$ cat src/rtl/puf_pkg.sv
// Shared definitions for the PUF response collector: collector FSM states and default counter width.
package puf_pkg;

    localparam int PUF_CNT_W = 22;

    typedef enum logic [2:0] {
        IDLE,
        CLEAR,
        RUN,
        DECIDE,
        SHIFT,
        DONE
    } puf_state_t;

endpackage

$ cat src/rtl/puf_bit_decider.sv
// Turns the finish flags and counts of one oscillator pair into a single response bit.
module puf_bit_decider
    import puf_pkg::*;
#(
    parameter int CNT_W = PUF_CNT_W
) (
    input  logic             i_fin_a,
    input  logic             i_fin_b,
    input  logic [CNT_W-1:0] i_cnt_a,
    input  logic [CNT_W-1:0] i_cnt_b,
    output logic             o_bit
);

    // A tie on the finish flags falls back to the counts; equal counts resolve to 0.
    always_comb begin
        o_bit = 1'b0;
        if (i_fin_a && !i_fin_b) begin
            o_bit = 1'b1;
        end else if (i_fin_a && i_fin_b) begin
            o_bit = (i_cnt_a > i_cnt_b);
        end
    end

endmodule

$ cat src/rtl/puf_response_collector.sv
// Ring-oscillator PUF response collector: races each oscillator pair and shifts one bit per pair.
// Optional RUN-state watchdog is enabled with macro PUF_TIMEOUT_EN.
module puf_response_collector
    import puf_pkg::*;
#(
    parameter int RESP_BITS      = 32,
    parameter int CNT_W          = PUF_CNT_W,
    parameter int TIMEOUT_CYCLES = 2**23
) (
    input  logic                         clk,
    input  logic                         reset_n,
    input  logic                         start,
    input  logic [CNT_W-1:0]             cnt_a,
    input  logic [CNT_W-1:0]             cnt_b,
    input  logic                         fin_a,
    input  logic                         fin_b,
    input  logic                         resp_ack,
    output logic [$clog2(RESP_BITS)-1:0] ch_sel,
    output logic                         cnt_clr,
    output logic                         cnt_en,
    output logic [RESP_BITS-1:0]         resp_word,
    output logic                         resp_valid,
    output logic                         busy,
    output logic                         err
);

    localparam int                IDX_W    = $clog2(RESP_BITS);
    localparam logic [IDX_W-1:0]  LAST_IDX = IDX_W'(RESP_BITS - 1);

    generate
        if (RESP_BITS < 2 || RESP_BITS > 64 || TIMEOUT_CYCLES < 1) begin : g_bad_cfg
            $error("puf_response_collector: RESP_BITS must be 2..64 and TIMEOUT_CYCLES >= 1");
        end
    endgenerate

    puf_state_t             r_state;
    logic [IDX_W-1:0]       r_bit_idx;
    logic                   r_bit;
    logic [RESP_BITS-1:0]   r_word;
    logic                   r_cnt_clr;
    logic                   r_cnt_en;
    logic                   r_valid;
    logic                   r_busy;

    logic                   w_fin_any;
    logic                   w_dec_bit;
    logic                   w_tmo_hit;
    logic                   w_tmo_flag;

    assign w_fin_any = fin_a | fin_b;

    puf_bit_decider #(
        .CNT_W (CNT_W)
    ) u_decider (
        .i_fin_a (fin_a),
        .i_fin_b (fin_b),
        .i_cnt_a (cnt_a),
        .i_cnt_b (cnt_b),
        .o_bit   (w_dec_bit)
    );

`ifdef PUF_TIMEOUT_EN
    localparam int               TMO_W    = $clog2(TIMEOUT_CYCLES + 1);
    localparam logic [TMO_W-1:0] TMO_LAST = TMO_W'(TIMEOUT_CYCLES - 1);

    logic [TMO_W-1:0] r_tmo_cnt;
    logic             r_tmo;
    logic             r_err;

    // Fires on the last permitted RUN cycle when neither oscillator has finished.
    assign w_tmo_hit  = (r_state == RUN) && !w_fin_any && (r_tmo_cnt == TMO_LAST);
    assign w_tmo_flag = r_tmo;
    assign err        = r_err;

    always_ff @(posedge clk or negedge reset_n) begin
        if (!reset_n) begin
            r_tmo_cnt <= '0;
            r_tmo     <= 1'b0;
            r_err     <= 1'b0;
        end else begin
            if (r_state == CLEAR) begin
                r_tmo_cnt <= '0;
            end else if (r_state == RUN) begin
                r_tmo_cnt <= r_tmo_cnt + 1'b1;
                r_tmo     <= w_tmo_hit;
            end
            if (r_state == IDLE && start) begin
                r_err <= 1'b0;
            end else if (w_tmo_hit) begin
                r_err <= 1'b1;
            end
        end
    end
`else
    assign w_tmo_hit  = 1'b0;
    assign w_tmo_flag = 1'b0;
    assign err        = 1'b0;
`endif

    always_ff @(posedge clk or negedge reset_n) begin
        if (!reset_n) begin
            r_state   <= IDLE;
            r_bit_idx <= '0;
            r_bit     <= 1'b0;
            r_word    <= '0;
            r_cnt_clr <= 1'b1;
            r_cnt_en  <= 1'b0;
            r_valid   <= 1'b0;
            r_busy    <= 1'b0;
        end else begin
            case (r_state)
                IDLE: begin
                    r_cnt_clr <= 1'b0;
                    if (start) begin
                        r_state   <= CLEAR;
                        r_bit_idx <= '0;
                        r_cnt_clr <= 1'b1;
                        r_busy    <= 1'b1;
                    end
                end
                CLEAR: begin
                    r_state   <= RUN;
                    r_cnt_clr <= 1'b0;
                    r_cnt_en  <= 1'b1;
                end
                RUN: begin
                    if (w_fin_any || w_tmo_hit) begin
                        r_state  <= DECIDE;
                        r_cnt_en <= 1'b0;
                    end
                end
                DECIDE: begin
                    r_bit   <= w_dec_bit & ~w_tmo_flag;
                    r_state <= SHIFT;
                end
                SHIFT: begin
                    r_word <= {r_word[RESP_BITS-2:0], r_bit};
                    if (r_bit_idx == LAST_IDX) begin
                        r_state <= DONE;
                        r_valid <= 1'b1;
                    end else begin
                        r_bit_idx <= r_bit_idx + 1'b1;
                        r_state   <= CLEAR;
                        r_cnt_clr <= 1'b1;
                    end
                end
                DONE: begin
                    // An ack wins over a simultaneous start; the start is simply lost.
                    if (resp_ack) begin
                        r_state <= IDLE;
                        r_valid <= 1'b0;
                        r_busy  <= 1'b0;
                    end
                end
                default: begin
                    r_state   <= IDLE;
                    r_cnt_clr <= 1'b0;
                    r_cnt_en  <= 1'b0;
                    r_valid   <= 1'b0;
                    r_busy    <= 1'b0;
                end
            endcase
        end
    end

    assign ch_sel     = r_bit_idx;
    assign cnt_clr    = r_cnt_clr;
    assign cnt_en     = r_cnt_en;
    assign resp_word  = r_word;
    assign resp_valid = r_valid;
    assign busy       = r_busy;

endmodule

$ cat config.mk
export PLATFORM = sky130hd
export DESIGN_NAME = puf_response_collector
export DESIGN_NICKNAME = d
export VERILOG_FILES = /design/src/rtl/puf_pkg.sv /design/src/rtl/puf_bit_decider.sv /design/src/rtl/puf_response_collector.sv
export SDC_FILE = /design/constraint.sdc
export NUM_CORES = 1
export LEC_CHECK = 0
export BUFFER_PORTS_ARGS = -buffer_cell sky130_fd_sc_hd__clkbuf_2
export CORE_MARGIN = 2
export CORE_UTILIZATION = 53
export CTS_CLUSTER_SIZE = 8
export DETAILED_ROUTE_END_ITERATION = 12
export PLACE_DENSITY = 0.84
export SYNTH_ARGS = -nofsm -noshare
export SYNTH_HDL_FRONTEND = slang
export SYNTH_SLANG_ARGS = --single-unit
export TNS_END_PERCENT = 20
$ cat constraint.sdc
create_clock -name clk -period 3.99 [get_ports clk]
set_clock_uncertainty 0.05 [all_clocks]
set_input_delay 0.399 -clock clk [delete_from_list [all_inputs] [get_ports clk]]
set_output_delay 0.399 -clock clk [all_outputs]
set_load 0.05 [all_outputs]
Word-level counts from Yosys, hierarchy flattened
Cells that the tools add are included.
Storage, ports and cells
  register bits: 45
  bits of input ports: 50
  output and inout port bits: 42
  logic and storage cells: 61
Cells by class
  add/subtract/negate cells: 1
  reduce and logical (&&, ||, !) cells: 15
  equality and inequality tests: 11
  order comparisons: 1
  mux-type cells: 20
  bitwise logic cells: 5
Operators by type and width (count)
  22-bit greater-than comparator: 1
  3-bit one-hot mux with 6 select lines: 1
  3-bit 2-to-1 mux: 4
  1-bit one-hot mux with 3 select lines: 4
  3-bit AND reduction: 4
  4-bit OR reduction: 3
  5-bit 2-to-1 mux: 2
  2-bit inequality test (second input constant): 5
  5-bit one-hot mux with 2 select lines: 1
  1-bit 2-to-1 mux: 8
  3-bit by 2-bit == test with 1-bit output (second input constant): 2
  3-bit == test (second input constant): 2
  5-bit by 1-bit adder with 5-bit output (second input constant): 1
  5-bit == test (second input constant): 1
  1-bit inverter: 4
  2-bit AND reduction: 2
  3-bit by 1-bit == test with 1-bit output (second input constant): 1
  3-bit zero test: 1
  3-bit OR reduction: 1
  1-bit logical AND: 2
  2-bit nonzero test: 1
  1-bit zero test: 1
  1-bit bitwise OR: 1

Longest topological paths before layout
Gate-level depths: netlist of the first run.
  depth in word-level cells: 4
  depth in mapped cells: 8
  mapped depth without buffers: 7

Modules after synthesis
A second synthesis of the first run with hierarchy kept.
Unflattened totals
  cell total of the unflattened synthesis: 216
  area total of the unflattened synthesis: 2482.4 µm²
Modules (own cells, without submodules)
  puf_response_collector: area each 1894.3 µm², instances 1, cells each 135, sequential area each 1127.3 µm²
  puf_bit_decider: area each 588.1 µm², instances 1, cells each 81, sequential area each 0.0 µm²

Worst setup path before layout of the first run
No wires, ideal clock.
  path kind: reg2reg
  start point: register r_bit_idx[0], in the netlist ch_sel[0]
  end point: register r_bit_idx[3], in the netlist ch_sel[3]
  stages on the path, launching flop included: 9
  clock period less this slack: 1.987 ns
  path buffers: 1
  required time: 3.868 ns
  arrival time: 1.865 ns
  setup slack: 2.003 ns
  cells stage by stage: dfrtp_1 -> ha_1 -> and3_1 -> ha_1 -> nor2b_1 -> buf_2 -> nand4_1 -> xor2_1 -> nor2_1
On the way
  longest elaborated chain between the ends: 3
RTL lines
  from (decl): RTL line puf_response_collector.sv:37  | logic [IDX_W-1:0] r_bit_idx;
  from (signal assigned): RTL line puf_response_collector.sv:142  | r_bit_idx <= r_bit_idx + 1'b1;
  5-bit by 1-bit adder with 5-bit output or 5-bit == test (tied branches): RTL line puf_response_collector.sv:142, puf_response_collector.sv:138
  5-bit 2-to-1 mux or 2-bit inequality test (tied branches)
  5-bit one-hot mux with 2 select lines or 3-bit AND reduction (tied branches)
Parallel ways exist; a longest one is shown, timed or not. The select of a mux whose other input is x is not followed.
A chain may end at the register's enable or synchronous reset.

Final worst setup path of the first run
  start point: register r_state[2]
  end point: register r_bit_idx[3], in the netlist ch_sel[3]
On the way
  longest elaborated chain between the ends: 3
RTL lines
  from (decl): RTL line puf_response_collector.sv:36  | puf_state_t r_state;
  from (signal assigned): RTL line puf_response_collector.sv:102  | r_state <= IDLE;
  from (signal assigned): RTL line puf_response_collector.sv:115  | r_state <= CLEAR;
  from (signal assigned): RTL line puf_response_collector.sv:122  | r_state <= RUN;
  3-bit == test or 3-bit zero test (tied branches): RTL line puf_response_collector.sv:111  | case (r_state)
  2-bit inequality test (no line) or 2-bit nonzero test (tied branches)
  3-bit AND reduction (no line)
Parallel ways exist; a longest one is shown, timed or not.

==> results list, run 1 <==
* Skew-Pair Late Insertion Delay: 300 ps
- Maximum vdd ir drop: 0.296 mV
* Core area: 4350 sq um
- Total clock buffers created by CTS: 5
- Derived from the worst setup path, the maximum achievable clock frequency is 0.466 GHz.
* CTS Root Buffer Type: clkbuf_8
* Number of distinct library cell variants in the gate-level netlist after synthesis: 35
- Total wire length after detailed routing: 4.67 mm
- Setup repair after global routing left no endpoint under its margin.
* Post-CTS sizing: 0
- The most used flip-flop cell after synthesis is dfrtp_1.
- Worst setup slack for register-to-register paths: 1840 ps
- The wire-length estimate of the detail-placed layout is roughly 3.7 mm.
- Hold-fix buffers, CTS: 0
- Measured along the y axis, the die boundary spans 71.2 microns.
* Antenna-violating nets left: 0
* Wire length of the first global-routing pass: slightly below 8 mm
- Run status: completed
* Clock-pin transition on the worst setup and hold timing paths: 90 ps
- Die area: 5070 sq um
* Mapped cell area: 2390 sq um
* Clock tree from TritonCTS: yes
* Register-to-Register Path Depth: 6
- Worst reg2reg startpoint: r_state[2]
- Dividing the final minimum period by the clock period gives 0.538.
- Across all hold checks on the routed design, the worst slack comes to between 200 and 250 ps.
- Global placer's final weighted congestion: 0.808
- In the final design database the tool counted 387 nets.
- Vias in the first global route: 1,801
- The pre-antenna-repair detailed-routing pass consisted of 4 iterations.
- Leading cell types by total area after synthesis: dfrtp_1, mux2_2, ha_1
- Number of flops mapped to enable cells by yosys: 0
* Post-synthesis sequential area ratio: 0.471
* Aggregate global routing overflow: 0
- Die width: 71.2 microns
* Yosys Warn Count: 0
* Crit Path Max Fanout: 33
* Top-Level Pins: 92
- Power per unit of standard cell area: 509 nW/um^2
- Top-area cell type share of the netlist area: 0.460
- The synthesized design spends more area on one cell type than any other, namely dfrtp_1.
- Category of the worst setup path launch point: register
* Pin count of the biggest net entering global routing: 46
- Level count of the clock H-tree: 2
- Via density per instance: 5.14
- Port bufs: 90
- FF-to-FF End: ch_sel[3]
* Row count: 24
- Dividing the detail-routed wire length by the instance count gives 12.7 microns.
- From synthesis to final layout, the design area changed by 25.1%.
- Of all flip-flops after synthesis, the portion carrying an async set or reset was 1.00.
- Synth Net Count: 297
- Cell leakage power: 1.71 nW
* Initial antenna violation count: 0
- Setup violations, final: 0
- Across every metal layer, demand over resource in global routing totals 0.194.
- After synthesis the netlist holds a flip-flop and latch count of 45.
- STA classifies the critical path endpoint as a register.
- Vias post-DR: approximately 1,900
- Once the clock tree was built, the setup fixing pass inserted 0 buffers.
- At the pin with the least slew margin, the transition time is 1080 ps.
- Worst endpoint required time: 4110 ps
- Max-slew headroom at the worst pin: 0.278
* Number of buffers on the longest clock path: 2
* Min cycle time layout: 2150 ps
- Counting every instance in the synthesized netlist gives 223.
- Data arrives at the worst endpoint at 2270 ps.
- The number of antenna diodes in the final layout is 0.
* Hold violation count in the final report: 0
* Post-Synthesis Mean Instance Area: 10.7 sq um
- DRC: 0
* Start-to-end type of the worst setup path: reg2reg
- Summed over all failing endpoints, the final setup total negative slack is 0 ps.
* Initial Utilization: 0.550
- In this run the worst hold path is classified as in2async.
* First DRT Iteration DRCs: a little under 80
- Final slew viol count: 0
- Across the run, the number of max-cap violations was 0.
- Fin util: 0.688
- Clock tree synthesis found a total of 45 sinks.
* Share of post-route cells with drive strength above 1: 0.420
metal layers:
layer / global-route usage / share of wire
met5: 0 / 0
met4: 0.0608 / 0.011
met3: 0.0570 / 0.060
met2: 0.337 / 0.53
met1: 0.232 / 0.40
cells in the final DEF (no fill, tap or decap), drive strengths merged, types with 2 or more instances in the layout:
cell type / instances
o21ai: 8
a21oi: 19
dfrtp: 44
a221oi: 2
nor3: 2
nand2: 21
nor3b: 2
clkbuf: 96
xor2: 2
o221ai: 2
ha: 24
mux2: 32
nor2: 10
inv: 27
nand4: 3
where the power goes:
| part | switching, mW | leakage, nW | total [mW] | internal, mW |
|---|---|---|---|---|
| logic | 0.361 | 1.05 | 0.555 | 0.194 |
| registers | 0.0976 | 0.604 | 0.629 | 0.532 |
| clock network | 0.152 | 0.0554 | 0.340 | 0.188 |
| total | 0.611 | 1.71 | 1.52 | 0.914 |
worst max-delay path by stage:
| stage | start | endpoint | slack, ps |
|---|---|---|---|
| floorplan | ch_sel[0] | ch_sel[3] | 2000 |
| global placement | r_state[2] | ch_sel[3] | 1920 |
| detailed placement | r_state[2] | ch_sel[3] | 1880 |
| CTS | r_state[2] | ch_sel[3] | 1860 |
| global route | r_state[2] | ch_sel[3] | 1620 |
| finish | r_state[2] | ch_sel[3] | 1840 |
state kept, by name, indices dropped and copies added, names as in the netlist:
register    count
resp_word      32
r_state         3
busy            1
ch_sel          5
r_bit           1
cnt_clr         1
cnt_en          1
resp_valid      1
metrics by stage:
stage	cells	worst slack, ps	total power, mW	instance area, sq um
6_report	366	1840	1.52	2990
5_1_grt	366	1620	1.62	2990
4_1_cts	366	1860	1.54	2990
3_5_place_dp	358	1880	1.20	2880
3_3_place_gp	358	1920	1.18	2880
2_1_floorplan	223	2000	1.05	2390
logic make-up (layout without fill, tap and decap cells):
kind of cell,count (synthesis),count (layout),synth area share
AO/OA/AOI/OAI,37,37,0.0899
XOR/XNOR,3,3,0.0110
adder cells (fa/ha/maj),24,24,0.125
buffers and inverters,35,126,0.0591
flip-flops,45,45,0.471
multiplexers,33,33,0.155
other,1,1,0.00157
AND/OR/NAND/NOR,45,45,0.0873
cells in the mapped netlist, drive strengths merged, types with 2 or more instances:
library cell	n
a21oi	19
a221oi	2
buf	6
clkbuf	2
dfrtp	44
ha	24
inv	27
mux2	32
nand2	21
nand4	3
nor2	10
nor3	2
nor3b	2
o21ai	8
o221ai	2
xor2	2
cell type report:
cell class                 count  area [sq um]
multi-input combinational    143          1130
fill                         339          1360
timing repair buffer          91           458
sequential                    45          1130
clock inverter                 2          38.8
clock buffer                   6          72.6
inverter                      27           101
tap                           52          65.1
worst max-delay path, cell delays in order, from the launching register on:
cell     delay (ps)
dfrtp_1         550
nor3b_4         240
buf_4           390
nor2b_1         420
nand4_1         180
xor2_1          150
nor2_1           50
(Power assumes the default switching activity.)
==> run 2, diff against run 1 <==
--- a/config.mk
+++ b/config.mk
@@ -7,10 +7,10 @@
 export LEC_CHECK = 0
 export BUFFER_PORTS_ARGS = -buffer_cell sky130_fd_sc_hd__clkbuf_2
 export CORE_MARGIN = 2
-export CORE_UTILIZATION = 53
+export CORE_UTILIZATION = 44
 export CTS_CLUSTER_SIZE = 8
 export DETAILED_ROUTE_END_ITERATION = 12
-export PLACE_DENSITY = 0.84
+export PLACE_DENSITY = 0.74
 export SYNTH_ARGS = -nofsm -noshare
 export SYNTH_HDL_FRONTEND = slang
 export SYNTH_SLANG_ARGS = --single-unit
==> constraint.sdc (replaced) <==
create_clock -name clk -period 1.8 [get_ports clk]
set_clock_uncertainty 0.05 [all_clocks]
set_input_delay 0.18 -clock clk [delete_from_list [all_inputs] [get_ports clk]]
set_output_delay 0.18 -clock clk [all_outputs]
set_load 0.05 [all_outputs]
==> run 2 against run 1 <==
Register-to-register slack got worse by 1700 ps. Power increased by 120%. Sequential power increased by 110%. Final cell count increased by 7.1%. Maximum frequency increased by 30%. Setup slack got worse by 1700 ps. Clock power increased by 79%. Count of clock-buffer cells in the layout decreased by 1. Wire length decreased by 4.8%. Combinational power increased to 2.5 times the previous value. Sequential share of layout area decreased by 1.2 points. Critical path type unchanged. Critical endpoint unchanged. Largest power group is now combinational logic. Highest routed layer unchanged.
==> results list, run 2 (synthesis results as in run 1) <==
- The number of rows created at floorplan came to 26 (+8.3%).
- The critical path goes through ha_2 > and3_4 > ha_4 > nor2b_2 > nand4_1 > xor2_1 > nor2_1.
* RSZ-0062 raised after global routing: no
* Synth-to-Final Area Change: 29.3%
* Net switching share of the total power: 0.411 (+0.0101)
- Slew at the pin with the worst max-slew slack: 541 ps (-542 ps)
- The floorplan die height is 77.8 microns (+9.2%).
- Cell at the slowest stage of the critical path: dfrtp_2
- The reported net switching power was 1.37 mW (+120%).
- The largest stage delay on the critical path is 440 ps (-110 ps).
* CTS Root Buffer Type: clkbuf_8
- The number of hold-slack violations in the final timing report came to 0 (unchanged).
* Top-Level Pins: 92 (unchanged)
* Worst endpoint required time: 1920 ps (-2190 ps)
* First DRT Iteration DRCs: 29 (-63%)
- The count of inserted antenna diode cells is 0 (unchanged).
- Die width: 77.8 microns (+9.2%)
- Placed cell area: 2990 sq um (+3.8%)
- Vias post-DR: 1,901 (+1.1%)
* Port bufs: 90 (unchanged)
- Wire length of the first global-routing pass: 7.68 mm (-3.2%)
- Clock group share of total power: 0.183 (-0.040)
* Cell area after layout: 3100 sq um (+3.4%)
- Leaving out fill and tap cells, the most frequent cell in the layout is clkbuf_2.
* Setup violations, final: 0 (unchanged)
- The last weighted congestion value of the routability-driven placer is 0.756 (-6.5%).
- Post-CTS setup repair buffer count: 0 (unchanged)
- Power consumption: 3.33 mW (+120%)
* Total wire length after detailed routing: 4.44 mm (-4.8%)
- Antenna-violating nets left: 0 (unchanged)
- The maximum root-to-sink buffer count was 2 (unchanged).
- Clock tree from TritonCTS: yes
- Core area: 5170 sq um (+19%)
- The clock-pin slew of the registers on the worst-case setup and hold paths is 80 ps (about the same).
* Router iterations before antenna repair: 4 (unchanged)
* Category of the worst setup path launch point: register
- FILL cells: 432 (+27%)
* Number of nets at the end of the flow: 395 (+2.1%)
- Cell leakage power: 1.73 nW (+1.3%)
* Accumulated negative setup slack: 0 ps (unchanged)
- The largest fanout on the critical path came to 5 (-85%).
* Final slew viol count: 0 (unchanged)
- The headroom to the max-slew limit was 0.640 (+0.361).
- The depth of the CTS H-tree was 2 (unchanged).
* DP Wirelength: 3.66 mm (-0.34%)
- The number of buffers created by CTS came to 5 (unchanged).
- The data arrival time of the critical path came to 1770 ps (-500 ps).
* Aggregate global routing overflow: 0 (unchanged)
- The pin count of the biggest net entering global routing is 26 (-43%).
- The number of flip-flops under the largest register name is 32 (unchanged).
- Share of post-route cells with drive strength above 1: 0.453 (+0.0330)
- Sequential Power Share: 0.400 (-0.013)
- Vias in the first global route: 1,801 (unchanged)
* Clock Sink Count: 45 (unchanged)
- Skew-Pair Late Insertion Delay: 290 ps (about the same)
* Start-to-end type of the worst setup path: reg2reg
- Combinational power share: 0.417 (+0.053)
- The overall global routing resource usage was 0.155 (-0.0392).
* Die area: 6050 sq um (+19%)
- Crit path capture type: register
- Initial antenna violation count: 0 (unchanged)
- The peak ir drop on the vdd network is 0.443 mV (+50%).
* Fmax: 0.606 GHz (+30%)
- # Max-Cap Violations: 0 (unchanged)
* DRC: 0 (unchanged)
- The final worst-path cycle share is 0.917 (+0.379).
- The internal power was 1.96 mW (+110%).
- The run finished with clean final reports.
- Wire length per cell after detailed routing: 11.3 microns (-11%)
* Hold crit path type: in2reg
- Min cycle time layout: 1650 ps (-495 ps)
- The number of vias per cell is 4.85 (-5.6%).
* Power per unit of standard cell area: 1070 nW/um^2 (+110%)
- In the layout the commonest cells are clkbuf_2, dfrtp_1, mux2_2.
- Initial Utilization: 0.463 (-0.0870)
run 2: final cells by class:
cell class	instances	area, sq um	share of cell area
flip-flops and latches	45	1130	0.365
repair buffers	99	533	0.172
clock inverters	3	21.3	0.00687
clock buffers	5	68.8	0.0222
inverters	27	101	0.0327
well taps	70	87.6	0.0283
multi-input cells	143	1150	0.373
run 2: final timing paths:
path	end	slack (ps)	depth (start not counted)	from
worst max-delay path	ch_sel[3]	150	7	ch_sel[0]
worst min-delay path	r_state[2]	190	4	resp_ack
worst max register to register	ch_sel[3]	150	7	ch_sel[0]
worst min register to register	cnt_clr	450	2	cnt_clr
max in group asynchronous	cnt_clr	760	3	reset_n
min in group asynchronous	resp_word[11]	350	2	reset_n
run 2: what timing repair did:
item | in CTS | in global routing
endpoints found under the hold margin | 20 | 0
hold buffers | 1 | 0
endpoints found under the setup margin | 0 | 1
gates resized for setup | 0 | 1
run 2: per-layer routing:
metal | global-route usage | part of all wire
met1 | 0.199 | 0.44
met2 | 0.264 | 0.49
met3 | 0.0349 | 0.059
met4 | 0.0429 | 0.011
met5 | 0 | 0
run 2: through the flow:
stage / utilization / worst slack (ps) / std cells / hold slack [ps]
finish: 0.598 / 150 / 392 / 185
global route: 0.598 / 36.6 / 392 / 193
CTS: 0.598 / 57.3 / 392 / 180
detailed placement: 0.579 / 50.9 / 383 / 135
global placement: 0.579 / 95.6 / 383 / 135
floorplan: - / -17.8 / 223 / -166
run 2: power by group through the flow:
stage / Combinational, mW / Sequential, mW / Clock, mW
CTS: 1.40 / 1.33 / 0.640
global placement: 1.38 / 1.34 / 0
floorplan: 0.635 / 1.71 / 0
finish: 1.39 / 1.33 / 0.609
global route: 1.53 / 1.36 / 0.679
detailed placement: 1.39 / 1.35 / 0
run 2: worst max-delay path, delay by kind of cell, from the launching register on:
family | cells | cell delay (ps)
xor+xnor | 1 | 150
simple gates | 4 | 550
flops | 1 | 440
fa+ha+maj | 2 | 360
